==> src/rtl/obs_pkg.sv <==
// Shared constants, FSM state type and GF(2) helpers for the OBS level-4 multiply path.
// obs_combine is also used by the combinational L4 datapath.
package obs_pkg;

    localparam int N    = 42;
    localparam int HALF = N / 2;
    localparam int PW   = 2 * HALF - 1;
    localparam int OW   = 2 * N - 1;

    typedef enum logic [2:0] {
        IDLE,
        ISSUE,
        WAIT,
        COMBINE,
        DONE
    } state_t;

    // Coefficients at even powers: v[0], v[2], v[4], ...
    function automatic logic [HALF-1:0] obs_even(input logic [N-1:0] v);
        logic [HALF-1:0] r;
        for (int i = 0; i < HALF; i++) r[i] = v[2*i];
        return r;
    endfunction

    // Coefficients at odd powers: v[1], v[3], v[5], ...
    function automatic logic [HALF-1:0] obs_odd(input logic [N-1:0] v);
        logic [HALF-1:0] r;
        for (int i = 0; i < HALF; i++) r[i] = v[2*i+1];
        return r;
    endfunction

    // A*B = P1(x^2) + x*(P2+P3)(x^2) + x^2*P4(x^2): even bit 2j gets P1[j]^P4[j-1],
    // odd bit 2j+1 gets P2[j]^P3[j].
    function automatic logic [OW-1:0] obs_combine(
        input logic [PW-1:0] p1,
        input logic [PW-1:0] p2,
        input logic [PW-1:0] p3,
        input logic [PW-1:0] p4
    );
        logic [OW-1:0] r;
        r = '0;
        for (int j = 0; j < PW; j++) begin
            r[2*j]   = r[2*j]   ^ p1[j];
            r[2*j+1] = r[2*j+1] ^ p2[j] ^ p3[j];
            r[2*j+2] = r[2*j+2] ^ p4[j];
        end
        return r;
    endfunction

endpackage

==> src/rtl/obs_b2_mul_scheduler.sv <==
// Runs one 42x42 GF(2) multiply as four serial 21x21 sub-products on a shared multiplier,
// then interleaves the buffered sub-products into the 83-bit result.
module obs_b2_mul_scheduler
    import obs_pkg::*;
(
    input  logic            clk,
    input  logic            rst,
    input  logic            in_valid,
    output logic            in_ready,
    input  logic [N-1:0]    in_a,
    input  logic [N-1:0]    in_b,
    output logic            sm_req_valid,
    input  logic            sm_req_ready,
    output logic [HALF-1:0] sm_req_x,
    output logic [HALF-1:0] sm_req_y,
    input  logic            sm_rsp_valid,
    input  logic [PW-1:0]   sm_rsp_data,
    output logic            out_valid,
    input  logic            out_ready,
    output logic [OW-1:0]   out_data,
    output logic            busy,
    output logic            err_stray
);

    state_t          state;
    logic [1:0]      k;
    logic [HALF-1:0] a_e, a_o, b_e, b_o;
    logic [PW-1:0]   slot [4];
    logic [1:0]      k_next;

    assign k_next = k + 2'd1;

    // NOTE: every register here, outputs included, is updated with <= from one always_ff so
    // all reads within a cycle see the pre-edge values regardless of statement order.
    always_ff @(posedge clk or posedge rst) begin
        if (rst) begin
            state        <= IDLE;
            k            <= 2'd0;
            a_e          <= '0;
            a_o          <= '0;
            b_e          <= '0;
            b_o          <= '0;
            in_ready     <= 1'b1;
            sm_req_valid <= 1'b0;
            sm_req_x     <= '0;
            sm_req_y     <= '0;
            out_valid    <= 1'b0;
            out_data     <= '0;
            busy         <= 1'b0;
            err_stray    <= 1'b0;
            // NOTE: the slot buffer is small and must read as zero after reset, so it is
            // reset explicitly rather than left as an unreset RAM-style array.
            for (int i = 0; i < 4; i++) slot[i] <= '0;
        end else begin
            if (sm_rsp_valid && state != WAIT) err_stray <= 1'b1;

            unique case (state)
                IDLE: begin
                    if (in_valid) begin
                        a_e          <= obs_even(in_a);
                        a_o          <= obs_odd(in_a);
                        b_e          <= obs_even(in_b);
                        b_o          <= obs_odd(in_b);
                        k            <= 2'd0;
                        in_ready     <= 1'b0;
                        busy         <= 1'b1;
                        sm_req_valid <= 1'b1;
                        sm_req_x     <= obs_even(in_a);
                        sm_req_y     <= obs_even(in_b);
                        state        <= ISSUE;
                    end
                end
                ISSUE: begin
                    if (sm_req_ready) begin
                        sm_req_valid <= 1'b0;
                        state        <= WAIT;
                    end
                end
                WAIT: begin
                    if (sm_rsp_valid) begin
                        slot[k] <= sm_rsp_data;
                        if (k == 2'd3) begin
                            state <= COMBINE;
                        end else begin
                            // Sub-product order: (Ae,Be) (Ae,Bo) (Ao,Be) (Ao,Bo)
                            k            <= k_next;
                            sm_req_valid <= 1'b1;
                            sm_req_x     <= k_next[1] ? a_o : a_e;
                            sm_req_y     <= k_next[0] ? b_o : b_e;
                            state        <= ISSUE;
                        end
                    end
                end
                COMBINE: begin
                    out_data  <= obs_combine(slot[0], slot[1], slot[2], slot[3]);
                    out_valid <= 1'b1;
                    state     <= DONE;
                end
                DONE: begin
                    if (out_ready) begin
                        out_valid <= 1'b0;
                        in_ready  <= 1'b1;
                        busy      <= 1'b0;
                        state     <= IDLE;
                    end
                end
                default: state <= IDLE;
            endcase
        end
    end

endmodule

==> config.mk <==
export PLATFORM = sky130hd
export DESIGN_NAME = obs_b2_mul_scheduler
export DESIGN_NICKNAME = d
export VERILOG_FILES = /design/src/rtl/obs_pkg.sv /design/src/rtl/obs_b2_mul_scheduler.sv
export SDC_FILE = /design/constraint.sdc
export NUM_CORES = 1
export LEC_CHECK = 0
export BUFFER_PORTS_ARGS = -buffer_cell sky130_fd_sc_hd__buf_2
export CAP_MARGIN = 25
export CORE_MARGIN = 5
export CORE_UTILIZATION = 51
export DETAILED_ROUTE_END_ITERATION = 8
export GPL_TIMING_DRIVEN = 0
export PLACE_DENSITY = 0.76
export SYNTH_ARGS = -nofsm -noshare
export SYNTH_HDL_FRONTEND = slang
export SYNTH_SLANG_ARGS = --single-unit
==> constraint.sdc <==
create_clock -name clk -period 10.1 [get_ports clk]
set_input_delay 0.505 -clock clk [delete_from_list [all_inputs] [get_ports clk]]
set_output_delay 0.505 -clock clk [all_outputs]
set_load 0.02 [all_outputs]
Yosys cells after proc, flatten, opt, wreduce, memory -nomap -nowiden:

Index checks and enable logic that the tools add are counted.

* bits in registers: 383
* input bits: 131
* output and inout bits: 130
* logic and storage cells: 162

* $add $sub $neg: 1
* $lt $le $gt $ge: 2
* eq/ne operators: 11
* muxes and demuxes: 34
* bitwise gates (word level): 82
* reductions and logical operators: 14

Operators with widths (count)
* 2-to-1 mux 21 bit: 8
* bitwise mux 164 bit: 1
* one-hot mux 21 bit (2 select lines): 2
* demux 41 bit (select 2 bit): 1
* bitwise XOR 1 bit: 81
* 2-to-1 mux 41 bit: 1
* one-hot mux 3 bit (5 select lines): 1
* 2-to-1 mux 3 bit: 4
* inequality test 2 bit (second input constant): 5
* 2-to-1 mux 2 bit: 4
* AND reduction 4 bit: 2
* 2-to-1 mux 1 bit: 7
* == test 3 x 2 -> 1 bit (second input constant): 2
* one-hot mux 1 bit (2 select lines): 3
* AND reduction 2 bit: 3
* nonzero test 2 bit: 3
* AND reduction 5 bit: 1
* one-hot mux 2 bit (2 select lines): 1
* == test 3 x 1 -> 1 bit (second input constant): 1
* == test 3 bit (second input constant): 1
* >= comparator 3 bit (second input constant): 1
* logical NOT 3 bit: 1
* < comparator 3 x 1 -> 1 bit (second input constant): 1
* inequality test 3 x 2 -> 1 bit (second input constant): 1
* other kinds (7): 8

Logic depth before layout (Yosys ltp):

Gate-level depths: netlist of run 1.

* depth in word-level cells: 6
* gate-level depth with buffers: 7
* depth with buffers taken out: 5

Worst setup path before layout of run 1:

No wires, ideal clock.

* kind: register to register
* start: register k[0]
* end: register sm_req_x[10]
* library setup time: 0.127 ns
* arrival: 2.478 ns
* data required time: 9.973 ns
* path slack: 7.494 ns
* stages on the path, launching flop included: 8
* buffers on the path: 2
* period minus slack after synthesis: 2.606 ns
* path through: dfrtp_1 buf_1 inv_1 ha_1 buf_1 mux2_2 mux2_2 mux2_1

* word-level cells in the longest chain between the ends: 5
* elaborated cells between the ends (all ways): 8
* classes of those cells: add/sub (1); eq/ne (2); mux (4); reduce/logical (1)

Ends and longest elaborated chain
* from (decl): line obs_b2_mul_scheduler.sv:26 `logic [1:0] k;`
* from (signal assigned): line obs_b2_mul_scheduler.sv:86 `k <= k_next;`
* adder 2 x 1 -> 2 bit: line obs_b2_mul_scheduler.sv:31 `assign k_next = k + 2'd1;`
* 2-to-1 mux 21 bit: line obs_b2_mul_scheduler.sv:88 `sm_req_x <= k_next[1] ? a_o : a_e;`
* 2-to-1 mux 21 bit: line obs_b2_mul_scheduler.sv:82 `if (k == 2'd3) begin`
* 2-to-1 mux 21 bit: line obs_b2_mul_scheduler.sv:80 `if (sm_rsp_valid) begin`
* one-hot mux 21 bit (2 select lines): line obs_b2_mul_scheduler.sv:57 `unique case (state)`
* to (signal assigned): line obs_b2_mul_scheduler.sv:68 `sm_req_x <= obs_even(in_a);`
* to (signal assigned): line obs_b2_mul_scheduler.sv:88
* to (decl): line obs_b2_mul_scheduler.sv:14 `output logic [HALF-1:0] sm_req_x,`

Several ways; a longest one is shown, not always the timed one. The select of a mux whose other input is x is not followed.
A chain may end at the register's enable or synchronous reset.

Final worst setup path of run 1:

* start: register k[0]
* end: register sm_req_x[13]

Same word-level chain as after synthesis.

==> impl_metrics.env, run 1 <==
export IMPL_placement_io_buffers=260
export IMPL_cts_resized=0
export IMPL_routed_wl_mm=34.20
export IMPL_p_sw_w=0.001916
export IMPL_leakage_nw=9.114
export IMPL_yosysMostFrequentCell="dfrtp_1"
export IMPL_preCtsSetupSlack_ps=6861
export IMPL_cp_max_fo=10
export IMPL_worstSetupEndpointType="flop"
export IMPL_rsz0062_at_grt="no"
export IMPL_post_cts_buffers=0
export IMPL_tns_ps=0
export IMPL_holdBufCountCts=0
export IMPL_initial_core_util_pct=51.75
export IMPL_grt_total_usage_pct=19.84
export IMPL_synthTopCellsByCount="dfrtp_1, mux2_2, nand2_1, o21ai_0, xnor2_1"
export IMPL_ys_types=31
export IMPL_vias=9624
export IMPL_drv_slew=0
export IMPL_syn_inst=1110
export IMPL_finalInstanceArea_um2=19200
export IMPL_dieArea_um2=34750
export IMPL_power_frac_seq_pct=41.4
export IMPL_pwr_share_clk_pct=24.4
export IMPL_dp_hpwl_mm=24.67
export IMPL_synth_top_area_share_pct=60.23
export IMPL_tightestPinTransition_ps=695.0
export IMPL_p_sw_share_pct=31.93
export IMPL_synth_top_cell_by_area="dfrtp_1"
export IMPL_setup_viol=0
export IMPL_synth_net_count=1245
export IMPL_syn2layout_area_growth_pct=21.01
export IMPL_detail_route_vias_per_cell=5.197
export IMPL_clk_path_buf_depth=3
export IMPL_cts_tree="built"
export IMPL_ir_drop_mv=0.2116
export IMPL_cts_root_buffer="clkbuf_16"
export IMPL_antenna_found_initial=10
export IMPL_dpl_cell_area_um2=17870
export IMPL_fin_crit_ps=3185
export IMPL_max_freq_mhz=314.0
export IMPL_slowest_delay_ps=530
export IMPL_drive_gt1_share_pct=51.79
export IMPL_required_ps=10500
export IMPL_antenna_left=0
export IMPL_cts_htree_levels=2
export IMPL_ys_seq_area_share_pct=60.40
export IMPL_skew_ps=10.71
export IMPL_clkTransAtPathRegs_ps=60
export IMPL_overflow=0
export IMPL_clock_latency_ps=520
export IMPL_std_cell_rows=64
export IMPL_power_density_nw_per_um2=312.5
export IMPL_synth_edf_count=0
export IMPL_grt_pass1_vias=10575
export IMPL_drc=0
export IMPL_place_congestion=0.7771
export IMPL_die_w_um=186.4
export IMPL_netlist_area_um2=15870
export IMPL_cp_start_kind="flop"
export IMPL_yosys_warnings=0
export IMPL_path_cells="buf_1, inv_1, ha_1, buf_1, mux2_2, mux2_2, mux2_1"
export IMPL_synthArstFlopShare_pct=100.0
export IMPL_criticalPathCategory="flop to flop"
export IMPL_grt_max_degree=46
export IMPL_wl_per_cell_um=18.47
export IMPL_slew_headroom_pct=53.57
export IMPL_fin_crit_sh_pct=31.54
export IMPL_synth_flop_cell="dfrtp_1"
export IMPL_cp_num_buf_inv=3
export IMPL_grt_pass1_wl_mm=57.28
export IMPL_p_int_w=0.004085
export IMPL_coreArea_um2=30670
export IMPL_fin_nets=1558
export IMPL_status="finished clean"
export IMPL_slowest_stage="buf_1"
export IMPL_crit_family="buffers and inverters"
export IMPL_cap_violations=0
export IMPL_ys_top_cells_by_area="dfrtp_1, mux2_2, xnor2_1"
export IMPL_die_h_um=186.4
export IMPL_dr_first_iter_drc_count=290
export IMPL_drt_pass1_iterations=4
export IMPL_finalHoldViolations=0
export IMPL_numClockSinks=383
export IMPL_pwr_share_comb_pct=34.1
export IMPL_setup_ws_ps=6915
export IMPL_holdCritPathClass="primary input to asynchronous set/reset pin"
export IMPL_arrival_ps=3580
export IMPL_synth_ff_latch_count=383
export IMPL_cts_inserted_buffers=41
export IMPL_num_io_pins=261
export IMPL_syn_avg_cell_area_um2=14.30
export IMPL_finalNonFillerCells=1852
export IMPL_dp_cells=1776
==> cell type report <==
class	count	area [um2]
Antenna cell	4	10.01
Fill cell	2393	11460
Clock inverter	12	126.4
Sequential cell	383	9585
Inverter	4	18.77
Multi-Input combinational cell	664	5964
Tap cell	396	495.5
Buffer	59	305.3
Timing Repair Buffer	270	1501
Clock buffer	60	1197
==> power by group through the flow <==
stage,logic [W],registers (W),clock network (W)
global placement,0.00201,0.00249,0
finish,0.00205,0.00249,0.00147
detailed placement,0.00208,0.00252,0
global route,0.00225,0.00257,0.00156
CTS,0.00208,0.00249,0.00150
floorplan,0.00128,0.00269,0
==> path summary, 6_finish.rpt <==
check	start	to	slack (ps)	cells past startpoint
worst min register to register	out_data[62]	out_data[62]	470	2
max in group asynchronous	rst	sm_req_y[2]	8640	6
worst min-delay path	rst	out_data[8]	90	2
min in group clk	in_b[13]	b_o[6]	210	2
worst max register to register	k[0]	sm_req_x[13]	6910	7
worst max-delay path	k[0]	sm_req_x[13]	6910	7
==> flip-flops by register name, indices dropped and copies added, names as in the netlist <==
register      flops
err_stray         1
out_data         83
a_e              21
in_ready          1
sm_req_valid      1
sm_req_x         21
b_e              21
slot            164
busy              1
sm_req_y         21
k                 2
state             3
b_o              21
out_valid         1
a_o              21
==> through the flow <==
| stage | power, W | util [%] | hold WS [ps] |
|---|---|---|---|
| 5_1_grt | 0.006384 | 62.59 | 132.4 |
| 3_3_place_gp | 0.004499 | 57.62 | 456.3 |
| 4_1_cts | 0.006081 | 62.59 | 87.74 |
| 3_5_place_dp | 0.004590 | 58.27 | 460.0 |
| 2_1_floorplan | 0.003975 | - | 474.9 |
| 6_report | 0.006001 | 62.62 | 88.12 |
==> metal layers <==
metal / vias to the layer above / GRT usage, % / share of wire (%)
li1: 4491 / - / -
met1: 4786 / 26.04 / 42
met2: 249 / 32.22 / 47
met3: 80 / 6.670 / 7.9
met4: 18 / 4.743 / 2.2
met5: - / 0 / 0.28
==> cell usage in the layout (no fill, tap or decap), types with 3 or more instances in the layout <==
cell type / instances
nand3b_1: 3
buf_1: 3
buf_2: 297
a21oi_1: 4
clkbuf_16: 41
o21ai_0: 82
nand2_1: 93
ha_1: 4
mux2_1: 5
nand2b_1: 4
buf_12: 10
buf_6: 4
clkbuf_1: 22
diode_2: 4
clkbuf_8: 10
inv_1: 3
mux2_2: 371
dfrtp_1: 382
clkinv_2: 6
xnor2_1: 81
==> kinds of logic (layout without fill, tap and decap cells) <==
kind of cell / Yosys count / count (layout) / share of synthesized area, %
AOI/OAI and AO/OA: 93 / 93 / 3.146
xor gates and xnor gates: 81 / 81 / 4.470
adders and majority gates: 4 / 4 / 0.3154
buffers and inverters: 63 / 405 / 2.018
DFF: 383 / 383 / 60.40
muxes: 378 / 378 / 26.81
other: 0 / 4 / 0
and+or+nand+nor: 108 / 108 / 2.846
No activity file was read; power rests on OpenSTA's default activity.
==> run 2, diff against run 1 <==
--- a/config.mk
+++ b/config.mk
@@ -5,6 +5,7 @@
 export SDC_FILE = /design/constraint.sdc
 export NUM_CORES = 1
 export LEC_CHECK = 0
+export ABC_AREA = 1
 export BUFFER_PORTS_ARGS = -buffer_cell sky130_fd_sc_hd__buf_2
 export CAP_MARGIN = 25
 export CORE_MARGIN = 5
==> constraint.sdc (replaced) <==
create_clock -name clk -period 2.72 [get_ports clk]
set_input_delay 0.136 -clock clk [delete_from_list [all_inputs] [get_ports clk]]
set_output_delay 0.136 -clock clk [all_outputs]
set_load 0.02 [all_outputs]
==> run 2 against run 1 <==
  * First-iteration DRC count rose to 3.2 times the previous value
  * Power rose to 3.7 times the previous value
  * Clock power rose to 3.8 times the previous value
  * Combinational power rose to 3.8 times the previous value
  * Setup slack got worse by 6700 ps
  * Maximum frequency rose by 29%
  * Clock skew rose by 8.5 ps
  * Routed wire length rose by 31%
  * Register-to-register slack got worse by 6700 ps
  * Sequential power rose to 3.6 times the previous value
  * Sequential share of layout area fell by 3.9 points
  * Critical endpoint is now sm_req_x[5]
  * Largest cell class unchanged
==> impl_metrics.env, run 2 <==
export IMPL_largest_reg_flops=164
export IMPL_whs_ps=97.73
export IMPL_yosysMostFrequentCell="nand2_1"
export IMPL_p_sw_w=0.008387
export IMPL_hold_end="sm_req_valid"
export IMPL_wl_per_cell_um=17.06
export IMPL_grt_pass1_wl_mm=73.25
export IMPL_clk_path_buf_depth=3
export IMPL_fillCellCount=2406
export IMPL_synth_top_area_share_pct=58.99
export IMPL_place_congestion=0.8366
export IMPL_ys_seq_area_share_pct=59.15
export IMPL_coreArea_um2=31470
export IMPL_pwr_share_comb_pct=34.8
export IMPL_std_cell_rows=65
export IMPL_setup_viol=0
export IMPL_drv_slew=0
export IMPL_cts_resized=0
export IMPL_synth_edf_count=0
export IMPL_ir_drop_mv=0.6813
export IMPL_die_h_um=188.3
export IMPL_top_regs="slot (164), out_data (83)"
export IMPL_vias=13617
export IMPL_overflow=0
export IMPL_cp_max_fo=15
export IMPL_power_frac_seq_pct=40.3
export IMPL_synth_net_count=1884
export IMPL_layout_commonest_cell="nand2_1"
export IMPL_required_ps=3180
export IMPL_r2r_slack_ps=240
export IMPL_grt_pass1_vias=14240
export IMPL_reg2reg_depth=10
export IMPL_p_sw_share_pct=37.74
export IMPL_p_int_w=0.01383
export IMPL_initial_core_util_pct=51.48
export IMPL_finalHoldViolations=0
export IMPL_clock_latency_ps=540
export IMPL_cap_violations=0
export IMPL_dieArea_um2=35440
export IMPL_cts_inserted_buffers=40
export IMPL_rr_endpoint="sm_req_x[5]"
export IMPL_dpl_cell_area_um2=18210
export IMPL_placement_io_buffers=260
export IMPL_clkTransAtPathRegs_ps=60
export IMPL_fin_nets=2324
export IMPL_holdCritPathClass="primary input to flop"
export IMPL_rsz0062_at_grt="no"
export IMPL_die_w_um=188.3
export IMPL_yosys_warnings=0
export IMPL_max_freq_mhz=404.0
export IMPL_status="finished clean"
export IMPL_synth_top_cell_by_area="dfrtp_1"
export IMPL_dp_hpwl_mm=29.37
export IMPL_drc=0
export IMPL_fin_crit_sh_pct=90.99
export IMPL_power_density_nw_per_um2=1066
export IMPL_numClockSinks=383
export IMPL_arrival_ps=2940
export IMPL_leakage_nw=10.71
export IMPL_slew_headroom_pct=40.46
export IMPL_criticalPathCategory="flop to flop"
export IMPL_final_cell_mix="nand2_1, dfrtp_1, buf_2"
export IMPL_antenna_left=0
export IMPL_regToRegStartpoint="k[0]"
export IMPL_netlist_area_um2=16200
export IMPL_hold_start="in_valid"
export IMPL_dr_first_iter_drc_count=917
export IMPL_tightestPinTransition_ps=891.3
export IMPL_skew_ps=19.26
export IMPL_synth_ff_latch_count=383
export IMPL_post_cts_buffers=0
export IMPL_cts_htree_levels=2
export IMPL_regMostFlops="slot"
export IMPL_postLayoutCoreUtil_pct=66.23
export IMPL_cts_root_buffer="clkbuf_16"
export IMPL_synth_flop_cell="dfrtp_1"
export IMPL_antenna_found_initial=3
export IMPL_min_path_cells=6
export IMPL_cts_tree="built"
export IMPL_synthArstFlopShare_pct=100.0
export IMPL_detail_route_vias_per_cell=5.189
export IMPL_total_power_w=0.02222
export IMPL_drt_pass1_iterations=5
export IMPL_syn_inst=1749
export IMPL_finalInstanceArea_um2=20850
export IMPL_routed_wl_mm=44.77
export IMPL_cp_start_kind="flop"
export IMPL_pwr_share_clk_pct=24.9
export IMPL_ys_types=28
export IMPL_grt_max_degree=46
export IMPL_synthTopCellsByCount="nand2_1, dfrtp_1, o21ai_1, o21ai_0, inv_1"
export IMPL_ys_top_cells_by_area="dfrtp_1, nand2_1, o21ai_1"
export IMPL_num_io_pins=261
export IMPL_drive_gt1_share_pct=21.13
export IMPL_worstSetupEndpointType="flop"
export IMPL_syn_avg_cell_area_um2=9.265
export IMPL_fin_crit_ps=2475
export IMPL_grt_total_usage_pct=25.07
export IMPL_syn2layout_area_growth_pct=28.65
## run 2: cell count changes after synthesis, sizes merged, moves of 6 or more
cell    change
o21ai     +250
inv        +94
mux2      -376
nor2        +6
buf        +24
clkbuf     +11
nand3       +6
nand2     +644
## run 2: cell type report
class | instances | area, um2 | share of cell area, %
Tap cell | 402 | 503.0 | 2.413
Clock buffer | 53 | 1130 | 5.420
Multi-Input combinational cell | 1173 | 5513 | 26.45
Timing Repair Buffer | 399 | 2793 | 13.40
Inverter | 99 | 375.4 | 1.801
Buffer | 93 | 730.7 | 3.505
Antenna cell | 2 | 5.005 | 0.02401
Clock inverter | 20 | 211.5 | 1.014
Sequential cell | 383 | 9585 | 45.98
## run 2: layer usage
metal,vias up,GRT usage (%),wire length [um]
met5,-,0,20
met4,2,7.792,1322
met3,113,4.909,3048
met2,545,43.90,22420
met1,6582,31.62,17960
li1,6375,-,-
## run 2: logic make-up (layout without fill, tap and decap cells)
| kind of cell | count (synthesis) | in the layout | synth area share, % |
|---|---|---|---|
| other | 0 | 2 | 0 |
| AOI/OAI and AO/OA | 335 | 335 | 11.37 |
| DFF | 383 | 383 | 59.15 |
| xor gates and xnor gates | 81 | 81 | 4.378 |
| and+or+nand+nor | 753 | 753 | 17.96 |
| adders and majority gates | 4 | 4 | 0.3089 |
| buffers and inverters | 193 | 664 | 6.826 |
## run 2: timing repair
item                       4_1_cts  5_1_grt
hold buffers                   129        0
setup endpoints to repair        0       11
hold endpoints to repair       309        0
## run 2: power by group through the flow
stage | clock network [W] | registers (W) | logic, W
after floorplan | 0 | 0.00965 | 0.00440
after global placement | 0 | 0.00891 | 0.00725
after detailed placement | 0 | 0.00899 | 0.00750
after CTS | 0.00560 | 0.00892 | 0.00770
after global routing | 0.00586 | 0.00919 | 0.00858
final | 0.00553 | 0.00896 | 0.00773
## run 2: worst max path at each step
stage	startpoint	to	slack [ps]	cells after the start
5_1_grt	k[0]	sm_req_x[5]	110	10
2_1_floorplan	rst	a_e[0]	-2560	1
3_5_place_dp	k[0]	sm_req_x[11]	130	11
6_report	k[0]	sm_req_x[5]	240	10
3_3_place_gp	rst	slot[4]	-4570	2
4_1_cts	k[0]	sm_req_x[11]	100	11
## run 2: per-stage QoR
stage / setup slack (ps) / setup TNS [ps] / instances
final: 245.0 / 0 / 2624
after global routing: 107.7 / 0 / 2624
after CTS: 97.31 / 0 / 2623
after detailed placement: 127.7 / 0 / 2421
after global placement: -4568 / -1738440 / 2411
after floorplan: -2563 / -980280 / 1749
## run 2: worst max-delay path, cell delays in order (launching register included)
cell      delay [ps]
dfrtp_1          480
inv_1            450
ha_1             380
inv_1            140
clkbuf_1         410
nand2_1          110
nand2_1           90
nand2_1           60
o21ai_0          100
nand2_1          100
nand2_1           80
